**config.mk**
```make
export PLATFORM = sky130hd
export DESIGN_NAME = wb_slave_decoder
export DESIGN_NICKNAME = d
export VERILOG_FILES = /design/src/rtl/wb_slave_decoder_pkg.sv /design/src/rtl/wb_addr_decode.sv /design/src/rtl/wb_slave_decoder.sv
export SDC_FILE = /design/constraint.sdc
export NUM_CORES = 1
export LEC_CHECK = 0
export ABC_AREA = 1
export CAP_MARGIN = 20
export CORE_AREA = 3 3 205 207
export CTS_CLUSTER_DIAMETER = 40
export CTS_CLUSTER_SIZE = 28
export DETAILED_ROUTE_END_ITERATION = 7
export DIE_AREA = 0 0 208 210
export GPL_TIMING_DRIVEN = 0
export SYNTH_ARGS = -nofsm -noshare
export SYNTH_HDL_FRONTEND = slang
export SYNTH_SLANG_ARGS = --single-unit
```
**constraint.sdc**
```tcl
create_clock -name clk_i -period 1.69 [get_ports clk_i]
set_clock_uncertainty 0.1 [all_clocks]
set_input_delay 0.169 -clock clk_i [delete_from_list [all_inputs] [get_ports clk_i]]
set_output_delay 0.169 -clock clk_i [all_outputs]
set_load 0.05 [all_outputs]
```
**src/rtl/wb_slave_decoder_pkg.sv**
```systemverilog
// Shared types and default address maps for the Wishbone N-slave decoder.
package wb_slave_decoder_pkg;

   typedef enum logic [1:0] {
      StIdle = 2'd0,
      StBusy = 2'd1,
      StResp = 2'd2,
      StErr  = 2'd3
   } dec_state_e;

   // SoC bus: IRAM, DRAM, peripherals and a spare window.
   localparam logic [127:0] SocBaseAddrs  = {32'h3000_3000, 32'h3000_2000,
                                             32'h3000_1000, 32'h3000_0000};
   localparam logic [31:0]  SocAddrWidths = {8'd12, 8'd12, 8'd12, 8'd12};

   // CPU-side peripheral bus: GPIO and timer.
   localparam logic [63:0]  PeriphBaseAddrs  = {32'h8000_0100, 32'h8000_0000};
   localparam logic [15:0]  PeriphAddrWidths = {8'd8, 8'd8};

   localparam int unsigned TimeoutCyclesDefault = 255;

   // Bits [31:width] take part in the compare; a width of 32 or more matches everything.
   function automatic logic [31:0] window_mask(input logic [7:0] width);
      return (width >= 8'd32) ? 32'h0 : (32'hFFFF_FFFF << width);
   endfunction

endpackage

```
**src/rtl/wb_addr_decode.sv**
```systemverilog
// Combinational address decoder: reports whether any slave window matches, and which one.
module wb_addr_decode
   import wb_slave_decoder_pkg::*;
#(
   parameter int unsigned              N_SLAVES          = 4,
   parameter logic [N_SLAVES*32-1:0]   SLAVE_BASE_ADDRS  = SocBaseAddrs,
   parameter logic [N_SLAVES*8-1:0]    SLAVE_ADDR_WIDTHS = SocAddrWidths
) (
   input  logic [31:0] adr,
   output logic        hit,
   output logic [2:0]  idx
);

   // Walk from the top index down so the lowest matching index is the one left standing.
   always_comb begin
      hit = 1'b0;
      idx = 3'd0;
      for (int i = int'(N_SLAVES) - 1; i >= 0; i--) begin
         if (((adr ^ SLAVE_BASE_ADDRS[32*i +: 32])
              & window_mask(SLAVE_ADDR_WIDTHS[8*i +: 8])) == 32'h0) begin
            hit = 1'b1;
            idx = 3'(i);
         end
      end
   end

endmodule

```
**src/rtl/wb_slave_decoder.sv**
```systemverilog
// Wishbone classic 1-to-N decoder with registered request/response and error on unmapped access.
// Optional bus watchdog is compiled in with WB_DEC_TIMEOUT_EN.
module wb_slave_decoder
   import wb_slave_decoder_pkg::*;
#(
   parameter int unsigned              N_SLAVES          = 4,
   parameter logic [N_SLAVES*32-1:0]   SLAVE_BASE_ADDRS  = SocBaseAddrs,
   parameter logic [N_SLAVES*8-1:0]    SLAVE_ADDR_WIDTHS = SocAddrWidths,
   parameter int unsigned              TIMEOUT_CYCLES    = TimeoutCyclesDefault
) (
   input  logic                    clk_i,
   input  logic                    rstn_i,
   input  logic                    wbs_cyc_i,
   input  logic                    wbs_stb_i,
   input  logic                    wbs_we_i,
   input  logic [3:0]              wbs_sel_i,
   input  logic [31:0]             wbs_adr_i,
   input  logic [31:0]             wbs_dat_i,
   output logic                    wbs_ack_o,
   output logic                    wbs_err_o,
   output logic [31:0]             wbs_dat_o,
   output logic [N_SLAVES-1:0]     wbm_cyc_o,
   output logic [N_SLAVES-1:0]     wbm_stb_o,
   output logic [N_SLAVES-1:0]     wbm_we_o,
   output logic [4*N_SLAVES-1:0]   wbm_sel_o,
   output logic [32*N_SLAVES-1:0]  wbm_adr_o,
   output logic [32*N_SLAVES-1:0]  wbm_dat_o,
   input  logic [N_SLAVES-1:0]     wbm_ack_i,
   input  logic [32*N_SLAVES-1:0]  wbm_dat_i,
   output logic                    timeout_o
);

   dec_state_e  state_q, state_d;
   logic [2:0]  idx_q, idx_d;
   logic        we_q, we_d;
   logic [3:0]  sel_q, sel_d;
   logic [31:0] adr_q, adr_d;
   logic [31:0] dat_q, dat_d;
   logic [31:0] rdata_q, rdata_d;

   logic        dec_hit;
   logic [2:0]  dec_idx;
   logic        sel_ack;
   logic [31:0] sel_rdata;
   logic        expired;

   wb_addr_decode #(
      .N_SLAVES          (N_SLAVES),
      .SLAVE_BASE_ADDRS  (SLAVE_BASE_ADDRS),
      .SLAVE_ADDR_WIDTHS (SLAVE_ADDR_WIDTHS)
   ) u_addr_decode (
      .adr (wbs_adr_i),
      .hit (dec_hit),
      .idx (dec_idx)
   );

   always_comb begin
      sel_ack   = 1'b0;
      sel_rdata = 32'h0;
      wbm_cyc_o = '0;
      for (int i = 0; i < int'(N_SLAVES); i++) begin
         if (idx_q == 3'(i)) begin
            sel_ack      = wbm_ack_i[i];
            sel_rdata    = wbm_dat_i[32*i +: 32];
            wbm_cyc_o[i] = (state_q == StBusy);
         end
      end
   end

   // Only cyc/stb are steered; everything else is broadcast from the request registers.
   assign wbm_stb_o = wbm_cyc_o;
   assign wbm_we_o  = {N_SLAVES{we_q}};
   assign wbm_sel_o = {N_SLAVES{sel_q}};
   assign wbm_adr_o = {N_SLAVES{adr_q}};
   assign wbm_dat_o = {N_SLAVES{dat_q}};

   assign wbs_ack_o = (state_q == StResp);
   assign wbs_err_o = (state_q == StErr);
   assign wbs_dat_o = rdata_q;

`ifdef WB_DEC_TIMEOUT_EN
   logic [15:0] cnt_q;
   logic        timeout_q;

   assign expired = (({1'b0, cnt_q} + 17'd1) == 17'(TIMEOUT_CYCLES));

   always_ff @(posedge clk_i) begin
      if (!rstn_i) begin
         cnt_q     <= 16'd0;
         timeout_q <= 1'b0;
      end else begin
         cnt_q     <= (state_q == StBusy) ? cnt_q + 16'd1 : 16'd0;
         // Abort and ack both take priority over expiry.
         timeout_q <= (state_q == StBusy) && wbs_cyc_i && !sel_ack && expired;
      end
   end

   assign timeout_o = timeout_q;
`else
   assign expired   = 1'b0;
   assign timeout_o = 1'b0;
`endif

   always_comb begin
      state_d = state_q;
      idx_d   = idx_q;
      we_d    = we_q;
      sel_d   = sel_q;
      adr_d   = adr_q;
      dat_d   = dat_q;
      rdata_d = rdata_q;
      case (state_q)
         StIdle: begin
            if (wbs_cyc_i && wbs_stb_i) begin
               idx_d = dec_idx;
               we_d  = wbs_we_i;
               sel_d = wbs_sel_i;
               adr_d = wbs_adr_i;
               dat_d = wbs_dat_i;
               if (dec_hit) begin
                  state_d = StBusy;
               end else begin
                  state_d = StErr;
                  rdata_d = 32'h0;
               end
            end
         end
         StBusy: begin
            if (!wbs_cyc_i) begin
               state_d = StIdle;
            end else if (sel_ack) begin
               state_d = StResp;
               rdata_d = sel_rdata;
            end else if (expired) begin
               state_d = StErr;
               rdata_d = 32'h0;
            end
         end
         StResp:  state_d = StIdle;
         StErr:   state_d = StIdle;
         default: state_d = StIdle;
      endcase
   end

   always_ff @(posedge clk_i) begin
      if (!rstn_i) begin
         state_q <= StIdle;
         idx_q   <= 3'd0;
         we_q    <= 1'b0;
         sel_q   <= 4'h0;
         adr_q   <= 32'h0;
         dat_q   <= 32'h0;
         rdata_q <= 32'h0;
      end else begin
         state_q <= state_d;
         idx_q   <= idx_d;
         we_q    <= we_d;
         sel_q   <= sel_d;
         adr_q   <= adr_d;
         dat_q   <= dat_d;
         rdata_q <= rdata_d;
      end
   end

endmodule

```
==> flow_summary.json, run 1 <==
{
  "synth-async-reset-ratio_pct": 0,
  "worstSetupEndpointType": "primary output",
  "start_kind": "register",
  "rows": 74,
  "drt_iter0_drc": 244,
  "final_common_cell": "buf_4",
  "p_int_mw": 5.608,
  "ys_types": 26,
  "vdd_drop_max_mv": 0.4255,
  "rr_worst_depth": 12,
  "status": "complete, but fails checks",
  "grt-ovfl-total": 0,
  "cp_max_fo": 7,
  "synth_edf_count": 0,
  "htreeDepth": 3,
  "rsz0062_at_grt": "yes",
  "synth_area_per_cell_um2": 6.855,
  "sw_frac_of_total_pct": 43.41,
  "die_area_um2": 43680,
  "worst_pin_slew_ns": 0.9747,
  "die_w_um": 208,
  "tritoncts": "done",
  "p_comb_share_pct": 49.6,
  "wl_um": 35570,
  "ys_seq_elements": 105,
  "drive_above_1_share_pct": 46.26,
  "drc": 0,
  "final.setup.worst_slack_ns": -0.1317,
  "finalSetupViolations": 17,
  "netSwitchingPower_mw": 4.301,
  "fill_cells": 4214,
  "die_y_um": 210,
  "syn-cell-area_um2": 6725,
  "clk_latency_ns": 0.36,
  "placed_cell_area_um2": 12630,
  "antenna_left": 0,
  "numCtsBuffers": 9,
  "required_ns": 1.42,
  "cts-root-buf": "clkbuf_16",
  "seq_area_frac_synth_pct": 31.26,
  "port_buffers": 521,
  "seqPwrFrac_pct": 29.2,
  "multi_input_area_um2": 3246,
  "maxCapViolations": 0,
  "syn_inst": 981,
  "vias": 8356,
  "first_pass_iters": 5,
  "clock_sink_count": 105,
  "coreArea_um2": 40550,
  "critPathKind": "register to primary output",
  "grt_pass1_wl_um": 49170,
  "drv_slew": 0,
  "hold_viol": 0,
  "design_area_um2": 14660,
  "r2r_slack_ns": -0.07,
  "io_pins": 524,
  "grt_max_degree": 19,
  "violations": "negative setup slack",
  "globalplace.congestion": 0.8694,
  "grt_usage_pct": 14.72,
  "start_util_pct": 16.58,
  "synth_nets": 1186,
  "cp.arrival_ns": 1.55,
  "slew_headroom_pct": 35.02,
  "synth-main-ff-cell": "dfxtp_1",
  "power_density_nw_per_um2": 676.1,
  "p_leak_nw": 6.797,
  "power_frac_clock_pct": 21.2,
  "cts.clk_slew.worst_paths_ns": 0.08,
  "antenna_found_initial": 4,
  "areaGrowthSynthToFinish_pct": 117.9,
  "cts_buffer_depth": 2,
  "grt_pass1_vias": 8211,
  "vias_per_cell": 3.962,
  "final_cell_mix": "249 x buf_4, 197 x clkdlybuf4s50_1, 174 x clkdlybuf4s15_2",
  "num-nets-final": 1777,
  "yosysWarnings": 0,
  "routedWlPerCell_um": 16.87,
  "fin_crit_ns": 1.822,
  "dp_hpwl_um": 27710,
  "max_clock_freq_ghz": 0.5489,
  "regArea_um2": 2123,
  "period_share_pct": 107.8,
  "hp-class": "input pin to register",
  "whs_ns": 0.04416,
  "hold_depth": 3
}
[layer usage]
layer | track usage, % | wire [um]
met1 | 14.70 | 12740
met2 | 28.92 | 19180
met3 | 4.182 | 2454
met4 | 5.278 | 1184
met5 | 0 | 13
[timing repair]
item,CTS,global route
buffers inserted,27,25
cloned,5,7
hold buffers,0,0
setup endpoints to repair,423,142
gates resized for setup,952,233
pin swaps,26,47
[Yosys cell counts (4+ instances only)]
cell,count,share of area [%]
clkbuf_1,34,1.9
nand3_1,69,5.1
buf_2,7,0.52
nand2_1,96,5.4
o21ai_0,105,7.8
buf_4,225,25
inv_1,63,3.5
a22o_1,5,0.65
o2111ai_1,14,1.8
nor2_1,172,9.6
dfxtp_1,105,31
o21ai_1,4,0.30
a21oi_1,45,3.3
o22ai_1,13,1.2
[registers in the layout, indices dropped and copies added, names as in the netlist]
register,flops
sel_q,4
we_q,1
state_q,2
idx_q,2
wbs_dat_o,32
dat_q,32
adr_q,32
[worst max-delay path, stage by stage (launching register included)]
cell     delay (ns)
dfxtp_2        0.34
buf_12         0.14
nor2_4         0.10
buf_6          0.13
inv_6          0.03
buf_8          0.11
nor2_4         0.10
buf_6          0.11
buf_8          0.13
[logic make-up after synthesis]
family          share of synthesized area (%)
compound gates                          15.14
flops                                   31.26
buf+inv                                 32.02
other cells                           0.05576
simple gates                            21.53
[power groups by stage]
stage	combinational [mW]	sequential, mW	clock [mW]
floorplan	2.38	3.49	0
global placement	4.73	2.94	0
detailed placement	4.75	2.96	0
CTS	4.79	2.90	2.21
global route	5.15	2.93	2.28
finish	4.92	2.89	2.10
[metrics by stage]
stage	power [mW]	instances	worst slack, ns	util (%)	TNS, ns
6_report	9.909	2109	-0.1317	36.14	-0.7219
5_1_grt	10.37	2109	-0.1952	36.14	-2.891
4_1_cts	9.904	2081	-0.1593	34.55	-2.403
3_5_place_dp	7.710	2034	-0.9121	31.14	-60.96
3_3_place_gp	7.678	2034	-0.9129	31.14	-59.57
2_1_floorplan	5.870	981	-0.04317	-	-0.04317
[path summary, 6_finish.rpt]
| check | start | endpoint |
|---|---|---|
| worst max-delay path | idx_q[0] | wbm_stb_o[0] |
| worst min-delay path | wbs_adr_i[29] | adr_q[29] |
| worst max register to register | idx_q[0] | wbs_dat_o[11] |
| worst min register to register | adr_q[1] | adr_q[1] |
[area by class of cell]
cell class,instances,share of cell area (%)
flip-flops and latches,105,14.49
diodes,1,0.01707
plain buffers,269,14.85
repair buffers,582,40.05
inverters,69,2.023
clock inverters,6,0.3585
clock buffers,9,1.537
multi-input cells,536,22.14
well taps,532,4.542
No activity file was read; power rests on OpenSTA's default activity.
==> run 2, diff against run 1 <==
--- a/config.mk
+++ b/config.mk
@@ -7,12 +7,15 @@
 export LEC_CHECK = 0
 export ABC_AREA = 1
 export CAP_MARGIN = 20
-export CORE_AREA = 3 3 205 207
+export CELL_PAD_IN_SITES_DETAIL_PLACEMENT = 1
+export CELL_PAD_IN_SITES_GLOBAL_PLACEMENT = 2
+export CORE_MARGIN = 3
+export CORE_UTILIZATION = 16
 export CTS_CLUSTER_DIAMETER = 40
 export CTS_CLUSTER_SIZE = 28
 export DETAILED_ROUTE_END_ITERATION = 7
-export DIE_AREA = 0 0 208 210
 export GPL_TIMING_DRIVEN = 0
+export PLACE_DENSITY_LB_ADDON = 0.1
 export SYNTH_ARGS = -nofsm -noshare
 export SYNTH_HDL_FRONTEND = slang
 export SYNTH_SLANG_ARGS = --single-unit
==> run 2 against run 1 <==
  * Sequential power about the same
  * Global-route usage up 2.3 points
  * Via count down 1.1%
  * Critical path depth down 1
  * Core utilization down 0.93 points
  * Worst hold slack worse by 0.045 ns
  * Non-clock buffer count down 10
  * Largest power group unchanged
  * Clock-buffer cell count up 1
  * Critical endpoint is now wbm_stb_o[2]
  * Register-to-register slack better by 0.07 ns
  * The flow finishes with violations (negative hold slack, negative setup slack)
  * Sequential share of layout area up 0.17 points
  * Combinational power about the same
  * Design area down 1.0%
  * Highest routed layer unchanged
==> flow_summary.json, run 2 (same netlist as run 1, synthesis figures left out) <==
{
  "status": "complete, but fails checks",
  "violations": "negative hold slack, negative setup slack",
  "globalplace.congestion": 0.7668,
  "slew_headroom_pct": 53.14,
  "wl_um": 40140,
  "drv_slew": 0,
  "p_leak_nw": 6.661,
  "antenna_found_initial": 12,
  "routedWlPerCell_um": 19.09,
  "worst_pin_slew_ns": 0.7029,
  "p_total_mw": 9.966,
  "tritoncts": "done",
  "die_y_um": 211.0,
  "start_kind": "register",
  "finalSetupViolations": 7,
  "required_ns": 1.42,
  "drt_iter0_drc": 177,
  "max_stage_delay_ns": 0.39,
  "path_common_cell": "buf_6",
  "clock_sink_count": 105,
  "cp.arrival_ns": 1.53,
  "final.setup.worst_slack_ns": -0.1115,
  "design_area_um2": 14510,
  "regArea_um2": 2126,
  "vdd_drop_max_mv": 0.4431,
  "htreeDepth": 3,
  "hp-class": "input pin to register",
  "worstSetupEndpointType": "primary output",
  "place_inst": 2034,
  "io_pins": 524,
  "final_common_cell": "buf_4",
  "die_area_um2": 44530,
  "critPathBufInv": 5,
  "port_buffers": 521,
  "grt-ovfl-total": 0,
  "cp_slowest_cell": "dfxtp_4",
  "cts.clk_slew.worst_paths_ns": 0.07,
  "vias_per_cell": 3.929,
  "rsz0062_at_grt": "yes",
  "final_cells": 2103,
  "max_clock_freq_ghz": 0.5551,
  "coreArea_um2": 41200,
  "antenna_left": 0,
  "fin_crit_ns": 1.802,
  "clk_latency_ns": 0.36,
  "die_w_um": 211.0,
  "crit_chain": "buf_6 -> inv_8 -> nand2_8 -> clkbuf_16 -> nor2_4 -> buf_6 -> buf_8",
  "hold_viol": 1,
  "whs_ns": -0.0004322,
  "grt_pass1_vias": 8553,
  "cts_buffer_depth": 2,
  "period_share_pct": 106.6,
  "cp_max_fo": 5,
  "areaGrowthSynthToFinish_pct": 115.7,
  "start_util_pct": 16.32,
  "placed_cell_area_um2": 12630,
  "power_density_nw_per_um2": 686.9,
  "grt_max_degree": 19,
  "num-nets-final": 1767,
  "drive_above_1_share_pct": 44.06,
  "numCtsBuffers": 9,
  "drc": 0,
  "first_pass_iters": 5,
  "fill_cells": 4901,
  "grt_usage_pct": 17.02,
  "dp_hpwl_um": 32730,
  "grt_pass1_wl_um": 56880,
  "critPathTopFamily": "buffers and inverters",
  "final_cell_mix": "237 x buf_4, 205 x clkdlybuf4s15_2, 193 x clkdlybuf4s50_1",
  "rows": 74,
  "critPathKind": "register to primary output",
  "multi_input_area_um2": 3032,
  "vias": 8262,
  "cts-root-buf": "clkbuf_16",
  "maxCapViolations": 0
}
==> run 2: area by class of cell <==
class | instances | share of cell area, %
repair buffers | 574 | 41.42
multi-input cells | 536 | 20.90
clock inverters | 5 | 0.3364
inverters | 69 | 2.035
clock buffers | 10 | 1.647
well taps | 532 | 4.588
plain buffers | 267 | 14.33
diodes | 5 | 0.08624
flip-flops and latches | 105 | 14.65
==> run 2: path summary, 6_finish.rpt <==
path | start | to | slack, ns | cells after the start
max | idx_q[0] | wbm_stb_o[2] | -0.11 | 7
max reg2reg | idx_q[0] | wbs_dat_o[25] | 0 | 13
min reg2reg | dat_q[13] | dat_q[13] | 0.44 | 2
min | wbs_adr_i[29] | adr_q[29] | -0.0004 | 3
==> run 2: through the flow <==
step	TNS, ns	util [%]	setup WS (ns)	hold WS [ns]
after floorplan	-0.04317	-	-0.04317	0.2168
after global placement	-44.83	30.65	-0.8005	0.4253
after detailed placement	-49.20	30.65	-0.8234	0.4350
after CTS	-1.393	34.04	-0.1651	0.1437
after global routing	-1.972	35.20	-0.1563	0.01244
final	-0.2832	35.21	-0.1115	-0.0004322
==> run 2: worst reg2reg max path: cells and delay by family, from the launching register on <==
kind / cells / cell delay [ns]
buf+inv: 6 / 0.55
simple gates: 7 / 0.50
flops: 1 / 0.43
==> run 2: power breakdown <==
part / leakage (nW) / switching [mW] / internal [mW] / total (mW)
sequential: 0.870 / 0.234 / 2.66 / 2.89
combinational: 5.65 / 2.99 / 1.90 / 4.89
clock: 0.143 / 1.11 / 1.07 / 2.18
total: 6.66 / 4.34 / 5.63 / 9.97
==> run 2: repair_timing <==
| action | 4_1_cts | 5_1_grt |
|---|---|---|
| gates resized for setup | 975 | 188 |
| setup buffers | 35 | 12 |
| cloned | 3 | 6 |
| hold buffers | 0 | 1 |
| endpoints found under the hold margin | 0 | 1 |
| setup endpoints to repair | 422 | 130 |
| pin swaps | 18 | 31 |
==> run 2: layer usage <==
metal | vias up | part of all wire, % | global-route usage [%]
li1 | 4113 | - | -
met1 | 3822 | 38 | 18.43
met2 | 289 | 53 | 32.59
met3 | 30 | 7.4 | 5.362
met4 | 8 | 1.1 | 3.187
met5 | - | 0.15 | 0
==> run 3, diff against run 2 <==
--- a/config.mk
+++ b/config.mk
@@ -16,6 +16,7 @@
 export DETAILED_ROUTE_END_ITERATION = 7
 export GPL_TIMING_DRIVEN = 0
 export PLACE_DENSITY_LB_ADDON = 0.1
+export SETUP_SLACK_MARGIN = 0.1
 export SYNTH_ARGS = -nofsm -noshare
 export SYNTH_HDL_FRONTEND = slang
 export SYNTH_SLANG_ARGS = --single-unit
==> run 3 against run 2 <==
  * Sequential power about the same
  * Die area is the same
  * Clock power is 4% higher
  * Register-to-register slack lost 0.07 ns
  * Wire length is 0.10% lower
  * Core utilization is 1.1 points lower
  * The run ends with negative setup slack left
==> flow_summary.json, run 3 (same netlist as run 1, synthesis figures left out) <==
{
  "drv_slew": 0,
  "cp.arrival_ns": 1.55,
  "violations": "negative setup slack",
  "finalSetupViolations": 26,
  "clock_sink_count": 105,
  "power_density_nw_per_um2": 711.7,
  "period_share_pct": 107.8,
  "p_total_mw": 10.00,
  "max_stage_delay_ns": 0.33,
  "fill_cells": 4945,
  "num-nets-final": 1765,
  "r2r_slack_ns": -0.07,
  "drt_iter0_drc": 223,
  "cp_slowest_cell": "dfxtp_2",
  "vias_per_cell": 3.942,
  "areaGrowthSynthToFinish_pct": 109.0,
  "worst_pin_slew_ns": 0.7329,
  "clk_latency_ns": 0.35,
  "critPathTopFamily": "buffers and inverters",
  "dp_hpwl_um": 32640,
  "fin_crit_ns": 1.822,
  "critPathKind": "register to primary output",
  "final_cell_mix": "269 x buf_4, 202 x clkdlybuf4s50_1, 158 x nor2_1",
  "hold_end": "adr_q[30]",
  "placed_cell_area_um2": 12650,
  "htreeDepth": 3,
  "critPathBufInv": 6,
  "design_area_um2": 14060,
  "reg2reg_to": "wbs_dat_o[4]",
  "rows": 74,
  "drc": 0,
  "cts.clk_slew.worst_paths_ns": 0.08,
  "routedWlPerCell_um": 19.08,
  "grt_usage_pct": 17.19,
  "crit_chain": "buf_12 -> nor2_4 -> buf_6 -> inv_8 -> buf_6 -> nor2_4 -> buf_6 -> buf_8",
  "io_pins": 524,
  "cts_buffer_depth": 2,
  "cts-root-buf": "clkbuf_16",
  "hold_viol": 0,
  "rsz0062_at_grt": "yes",
  "start_kind": "register",
  "cp_max_fo": 6,
  "final.setup.worst_slack_ns": -0.1322,
  "tns_ns": -0.9796,
  "multi_input_area_um2": 3246,
  "slew_headroom_pct": 51.14,
  "port_buffers": 521,
  "power_frac_clock_pct": 22.7,
  "grt_pass1_vias": 8567,
  "p_int_mw": 5.675,
  "hp-class": "input pin to register",
  "max_clock_freq_ghz": 0.5488,
  "maxCapViolations": 0,
  "required_ns": 1.42,
  "rr_startpoint": "idx_q[0]",
  "p_comb_share_pct": 48.4,
  "coreArea_um2": 41200,
  "whs_ns": 0.08006,
  "p_leak_nw": 6.660,
  "globalplace.congestion": 0.7489,
  "antenna_left": 0,
  "vias": 8282,
  "seqPwrFrac_pct": 28.9,
  "final_common_cell": "buf_4",
  "grt-ovfl-total": 0,
  "sw_frac_of_total_pct": 43.27,
  "antenna_found_initial": 6,
  "drive_above_1_share_pct": 50.67,
  "regArea_um2": 2132,
  "hp-start": "wbs_adr_i[30]",
  "vdd_drop_max_mv": 0.3898,
  "grt_max_degree": 19,
  "hold_depth": 3,
  "wl_um": 40090,
  "worstSetupEndpointType": "primary output",
  "tritoncts": "done",
  "start_util_pct": 16.32,
  "rr_worst_depth": 12,
  "first_pass_iters": 4,
  "status": "complete, but fails checks",
  "path_common_cell": "buf_6",
  "grt_pass1_wl_um": 57340,
  "netSwitchingPower_mw": 4.329,
  "die_w_um": 211.0,
  "die_area_um2": 44530,
  "die_y_um": 211.0,
  "numCtsBuffers": 9,
  "post-place-ws_ns": -0.8091
}
run 3: changes by cell type in the layout (fill, tap and decap cells not counted), moves of 13 or more:
| cell | previous run | this run |
|---|---|---|
| buf_2 | 4 | 115 |
| clkdlybuf4s18_2 | 0 | 16 |
| buf_4 | 237 | 269 |
| dlygate4sd2_1 | 76 | 13 |
| a21oi_1 | 25 | 12 |
| nand3_2 | 18 | 41 |
| nand3_1 | 49 | 26 |
| clkdlybuf4s15_2 | 205 | 106 |
run 3: layout make-up:
class                           count  share of cell area (%)
Timing Repair Buffer              571                   37.45
Tap cell                          532                   4.736
Inverter                           69                   2.083
Antenna cell                        4                 0.07121
Buffer                            268                   15.24
Clock inverter                      6                  0.5341
Sequential cell                   105                   15.17
Multi-Input combinational cell    536                   23.09
Clock buffer                       10                   1.629
run 3: how the worst max path moves through the flow:
stage | to | slack [ns] | start | cells after the start
2_1_floorplan | wbm_stb_o[0] | 0.03 | idx_q[0] | 7
3_3_place_gp | wbm_stb_o[3] | -0.81 | state_q[0] | 6
3_5_place_dp | wbm_stb_o[3] | -0.81 | state_q[0] | 6
4_1_cts | wbm_stb_o[0] | -0.16 | idx_q[0] | 8
5_1_grt | wbm_stb_o[0] | -0.21 | idx_q[0] | 8
6_report | wbm_stb_o[0] | -0.13 | idx_q[0] | 8
run 3: through the flow:
step,cells,utilization [%]
after floorplan,981,-
after global placement,2034,30.70
after detailed placement,2034,30.70
after CTS,2091,34.06
after global routing,2098,34.10
final,2101,34.11
run 3: power by group through the flow:
| stage | combinational [mW] | clock [mW] | sequential, mW |
|---|---|---|---|
| 3_5_place_dp | 4.82 | 0 | 2.96 |
| 5_1_grt | 5.11 | 2.48 | 2.94 |
| 4_1_cts | 4.83 | 2.40 | 2.91 |
| 2_1_floorplan | 2.38 | 0 | 3.49 |
| 3_3_place_gp | 4.81 | 0 | 2.95 |
| 6_report | 4.84 | 2.27 | 2.89 |
run 3: layer usage:
| metal | up-vias | track usage [%] | wire, um |
|---|---|---|---|
| li1 | 4108 | - | - |
| met1 | 3874 | 18.93 | 15350 |
| met2 | 273 | 32.81 | 21370 |
| met3 | 23 | 5.213 | 2906 |
| met4 | 4 | 2.979 | 445 |
| met5 | - | 0 | 20 |
run 3: worst reg2reg max path, cell delays in order (launching register included):
cell and delay (ns):
dfxtp_2 0.33, buf_12 0.14, nor2_4 0.13, buf_6 0.14, buf_4 0.12, buf_12 0.13, buf_8 0.13, nand2_1 0.06
nand3_2 0.08, o2111ai_2 0.12, inv_2 0.08, a21oi_4 0.03, nor2_1 0.11
run 3: repair_timing:
action / CTS / global route
buffers inserted: 33 / 13
hold buffers: 0 / 0
pin swaps: 52 / 47
cloned: 8 / 1
gates resized for setup: 1286 / 331
endpoints found under the setup margin: 423 / 211
